File: config.mk
export PLATFORM = sky130hd
export DESIGN_NAME = serial_full_adder
export DESIGN_NICKNAME = d
export VERILOG_FILES = /design/src/rtl/serial_full_adder.sv
export SDC_FILE = /design/constraint.sdc
export NUM_CORES = 1
export LEC_CHECK = 0
export BUFFER_PORTS_ARGS = -buffer_cell sky130_fd_sc_hd__buf_2
export CAP_MARGIN = 15
export CORE_MARGIN = 4
export CORE_UTILIZATION = 50
export DETAILED_ROUTE_END_ITERATION = 16
export HOLD_SLACK_MARGIN = 0.08
export PLACE_DENSITY = 0.72
export SYNTH_ARGS = -nofsm -noshare
export SYNTH_HDL_FRONTEND = slang
export SYNTH_SLANG_ARGS = --single-unit
File: constraint.sdc
create_clock -name clk -period 4.6 [get_ports clk]
set_input_delay 1.38 -clock clk [delete_from_list [all_inputs] [get_ports clk]]
set_output_delay 1.38 -clock clk [all_outputs]
set_load 0.005 [all_outputs]
File: src/rtl/serial_full_adder.sv
// Bit-serial adder: one full-adder step per clock, LSB first, through a single carry flop.
// Operands load on an accepted start; sum/cout update only when the last bit is produced.
module serial_full_adder #(
   parameter int WIDTH = 8
) (
   input  logic             clk,
   input  logic             rst,
   input  logic             start,
   input  logic [WIDTH-1:0] a,
   input  logic [WIDTH-1:0] b,
   input  logic             cin,
   output logic             busy,
   output logic             done,
   output logic [WIDTH-1:0] sum,
   output logic             cout
);

   localparam int CW = (WIDTH > 1) ? $clog2(WIDTH) : 1;

   typedef enum logic [1:0] {IDLE, RUN, DONE} state_t;

   state_t           state_reg, state_next;
   logic [WIDTH-1:0] a_reg, a_next;
   logic [WIDTH-1:0] b_reg, b_next;
   logic [WIDTH-1:0] res_reg, res_next;
   logic [WIDTH-1:0] sum_reg, sum_next;
   logic             carry_reg, carry_next;
   logic             cout_reg, cout_next;
   logic [CW-1:0]    cnt_reg, cnt_next;
   logic             bit_sum;

   always_ff @(posedge clk or posedge rst) begin
      if (rst) begin
         state_reg <= IDLE;
         a_reg     <= '0;
         b_reg     <= '0;
         res_reg   <= '0;
         sum_reg   <= '0;
         carry_reg <= 1'b0;
         cout_reg  <= 1'b0;
         cnt_reg   <= '0;
      end else begin
         state_reg <= state_next;
         a_reg     <= a_next;
         b_reg     <= b_next;
         res_reg   <= res_next;
         sum_reg   <= sum_next;
         carry_reg <= carry_next;
         cout_reg  <= cout_next;
         cnt_reg   <= cnt_next;
      end
   end

   always_comb begin
      state_next = state_reg;
      a_next     = a_reg;
      b_next     = b_reg;
      res_next   = res_reg;
      sum_next   = sum_reg;
      carry_next = carry_reg;
      cout_next  = cout_reg;
      cnt_next   = cnt_reg;
      bit_sum    = a_reg[0] ^ b_reg[0] ^ carry_reg;

      case (state_reg)
         IDLE: begin
            if (start) begin
               state_next = RUN;
               a_next     = a;
               b_next     = b;
               carry_next = cin;
               cnt_next   = '0;
            end
         end
         RUN: begin
            a_next     = a_reg >> 1;
            b_next     = b_reg >> 1;
            carry_next = (a_reg[0] & b_reg[0]) | (a_reg[0] & carry_reg) | (b_reg[0] & carry_reg);
            // Result bits enter at the MSB so the first (LSB) bit lands at bit 0 after WIDTH steps.
            res_next             = res_reg >> 1;
            res_next[WIDTH-1]    = bit_sum;
            cnt_next             = cnt_reg + CW'(1);
            if (cnt_reg == CW'(WIDTH - 1)) begin
               state_next = DONE;
               sum_next   = res_next;
               cout_next  = carry_next;
            end
         end
         DONE: begin
            state_next = IDLE;
         end
         default: begin
            state_next = IDLE;
         end
      endcase
   end

   assign busy = (state_reg != IDLE);
   assign done = (state_reg == DONE);
   assign sum  = sum_reg;
   assign cout = cout_reg;

endmodule
=== Word-level counts from Yosys, hierarchy flattened ===
Cells that the tools add are included.

* Flip-flop bits (word level): 39
* Latch bits: 0
* Memory bits (writable): 0
* ROM bits: 0
* Input bits: 20
* Output and inout bits: 11
* Logic and storage cells: 38
* Memories: 0

* $add $sub $neg: 1
* Multipliers: 0
* Divide/modulo/power cells: 0
* Order comparisons: 0
* Eq/ne operators: 5
* Shifts and indexed selects: 0
* Muxes and demuxes: 11
* Bitwise operators: 7
* Reductions and logical operators: 6

{| class="wikitable"
|+ Operators with widths
! kind !! count
|-
| $pmux W8 S2 || 2
|-
| $mux W8 || 2
|-
| $pmux W3 S2 || 1
|-
| $reduce_and A2 Y1 || 3
|-
| $mux W2 || 2
|-
| $ne A2 B2 Y1 const B || 2
|-
| $pmux W2 S2 || 1
|-
| $reduce_bool A2 Y1 || 2
|-
| $add A3 B1 Y3 const B || 1
|-
| $and A1 B1 Y1 || 3
|-
| $eq A3 B3 Y1 const B || 1
|-
| $mux W3 || 1
|-
| $eq A2 B1 Y1 const B || 1
|-
| $eq A2 B2 Y1 const B || 1
|-
| $logic_not A2 Y1 || 1
|-
| $or A1 B1 Y1 || 2
|-
| $pmux W1 S2 || 1
|-
| $xor A1 B1 Y1 || 2
|-
| $mux W1 || 1
|}

=== Logic depth before layout (Yosys ltp) ===
* Depth after elaboration: 4
* Mapped depth: 5
* Depth with buffers taken out: 4

=== Worst setup path before layout ===
Ideal clock, no wire load.

* Kind: register -> output
* Start point: register state_reg[0]
* End point: output port busy
* Data arrival time: 0.846 ns
* Required time: 3.220 ns
* Slack: 2.374 ns
* Stages on the path, launching flop included: 4
* Buffers on the path: 1
* Cells stage by stage: dfrtp_1 -> buf_4 -> nor2_1 -> inv_1

* Longest elaborated chain between the ends: 1

{| class="wikitable"
|+ Ends and longest elaborated chain
! what !! line !! text
|-
| start, declared || 22 || <nowiki>state_t state_reg, state_next;</nowiki>
|-
| start signal, assigned || 43 || <nowiki>state_reg <= state_next;</nowiki>
|-
| $reduce_bool A2 Y1 || 98 || <nowiki>assign busy = (state_reg != IDLE);</nowiki>
|-
| end, declared || 12 || <nowiki>output logic busy,</nowiki>
|}

Every way passes these cells.

=== Final worst setup path ===
* Start point: register state_reg[1]
* End point: output port busy

Same word-level chain as after synthesis.

==> metrics <==
# fillers 290; Final TNS setup 0 ns; top cells by area in the synthesized netlist dfrtp_1 53%, mux2_1 10%, a221oi_2 5.0%, nor4b_2 4.2%, nor4b_1 3.9%; Clock Tree Root clkbuf_4; post-synth top area cell dfrtp_1; vias in the first global route 1272; Peak Freq 304.2 MHz; Post-DP HPWL 2239 um; cells after synthesis 142; proportion of synthesized area in mux cells 0.1060; Final ANT Viol Nets 0; CTS Buf Count 5; Final #Nets 194; layout cell share with drive strength beyond 1 0.3140; Initial Util 0.5289; die area 4639 um^2; first-pass GRT wire length 5492 um; DRC 0; DR vias/cell 5.427; Syn. warnings 0; post-synthesis compound-gate area fraction 0.1177; minimum clock period 3.287 ns; main combinational cell family by area after synthesis simple AND/OR/NAND/NOR gates; crit start category flop; Setup Buffers After CTS 0; Hold EP sum[2]$_DFFE_PP0P_; sequential share of the synthesized area 0.5263; Power Total 0.001292 W; clock skew 0.007140 ns; Post-Synth XOR/XNOR Area 0; Synth async-reset ratio 1.000; CTS-repair resized insts 0; Worst Tran Pin Value 1.089 ns; Core ar. 3416 um^2; leakage power 0.9149 nW; Placed Cells incl. Taps 210; Total Routing Usage GR 0.1606; Synth top cells by count 38 x dfrtp_1, 18 x inv_1, 16 x mux2_1, 8 x nor4b_1; Synth Area in Adders 0.02493; Hold Crit Depth 1; mean area per synthesized cell 12.72 um^2; largest net degree at the start of global routing 39; Yosys reg bits 38; Clock Sinks 38; RSZ-0062 raised after global routing no; period utilisation layout 0.7146; # Max-Cap Violations 0; initial antenna violation count 0; Slew Viols, Final 0; Final Hold Fails 0; Simple-Gate Fraction of Synth Area 0.1503; # hold bufs at CTS 0; WL final 3223 um; Mapped Area 1807 um^2; FF-to-FF Start state_reg[1]$_DFFE_PP0P_; r2r setup slk 2.53 ns; relative slew slack 0.2742; leading register cell type out of synthesis dfrtp_1; Clock Latency Late Sink 0.33 ns; IO buf count 30; Crit. End Element primary output; Unique masters post-synth 25; Power Dens Cells 631.0 nW/um^2; status completed; die width 68.11 um; Critical Path AT 1.91 ns; DRT iter0 DRCs 37; Die Height 68.11 um; hold path start sum[2]$_DFFE_PP0P_; syn nets 165; FP Rows 21; FF-to-FF End sum[6]$_DFFE_PP0P_; most frequent cell after synthesis dfrtp_1; Data required, critical path 3.22 ns; 1st-pass router iterations 5; area delta synth->final 13.30%; setup violators final 0; Worst Path Class, Setup reg -> out; EDFF count, synth 0; GR Overflow Total 0; # IOs 31; GPL Wtd Cong 0.8144; total number of vias 1183; crit path max fanout 32; Clock transition at path regs 0.11 ns; drt wl/cell 14.78 um; CTS tree done; type of the tightest min-delay check reg -> reg; CTS Buffer Depth 2; maximum vdd drop 0.0002885 V; post-synth top area share 0.5263; ANT cells 0; non-filler cells, final 218; # H-tree levels 2; worst-case reg-to-reg path depth 2
[power by group]
part / total, W / switching, W / internal [W]
registers: 0.000586 / 0.0000931 / 0.000493
clock network: 0.000218 / 0.000105 / 0.000113
logic: 0.000487 / 0.000241 / 0.000246
[per-layer routing]
metal	global-route usage	vias up	wire (um)
met5	0	-	0
met4	0.06700	0	59
met3	0.03941	7	151
met2	0.2972	31	1684
met1	0.1720	578	1328
li1	-	567	-
[layout by cell type (no fill, tap or decap), types with 2 or more instances in the layout]
cell      instances
nand2b_1          2
a221oi_2          6
a222oi_1          2
clkbuf_4          5
a32o_1            2
ha_1              2
dfrtp_1          38
buf_4             3
nor4b_1           8
nor2_1            7
inv_1            18
buf_2            30
clkinv_2          2
mux2_1           16
a211oi_1          7
nor2b_1           3
nor4b_2           5
a22o_1            2
nor3b_1           7
[how the worst max path moves through the flow]
stage / startpoint / to
2_1_floorplan: rst / a_reg[0]$_DFFE_PP0P_
3_3_place_gp: state_reg[1]$_DFFE_PP0P_ / busy
3_5_place_dp: state_reg[1]$_DFFE_PP0P_ / busy
4_1_cts: state_reg[1]$_DFFE_PP0P_ / busy
5_1_grt: state_reg[1]$_DFFE_PP0P_ / busy
6_report: state_reg[1]$_DFFE_PP0P_ / busy
[stage by stage]
step | hold WS [ns] | worst slack (ns) | util | area, um^2
2_1_floorplan | 0.4503 | 2.359 | - | 1807
3_3_place_gp | 0.4611 | 1.801 | 0.5766 | 1969
3_5_place_dp | 0.4744 | 1.732 | 0.5766 | 1969
4_1_cts | 0.5007 | 1.316 | 0.5993 | 2047
5_1_grt | 0.5244 | 1.103 | 0.5993 | 2047
6_report | 0.4959 | 1.313 | 0.5993 | 2047
[cell type report]
type	instances	area, um^2	area share
Clock inverter	3	40.04	0.01956
Multi-Input combinational cell	75	720.7	0.3521
Timing Repair Buffer	33	172.7	0.08435
Tap cell	46	57.56	0.02812
Sequential cell	38	950.9	0.4645
Clock buffer	5	37.54	0.01834
Inverter	18	67.56	0.03301
[critical path: stages, from the launching register on]
cell,delay (ns)
dfrtp_1,1.08
nor2_1,0.28
inv_1,0.10
buf_2,0.11
[cells by family after synthesis]
| group | count (synthesis) |
|---|---|
| AOI/OAI and AO/OA | 21 |
| adders and majority gates | 3 |
| DFF | 38 |
| buffers and inverters | 29 |
| and+or+nand+nor | 34 |
| muxes | 17 |
Note: power is estimated with default switching activity, not from simulation.
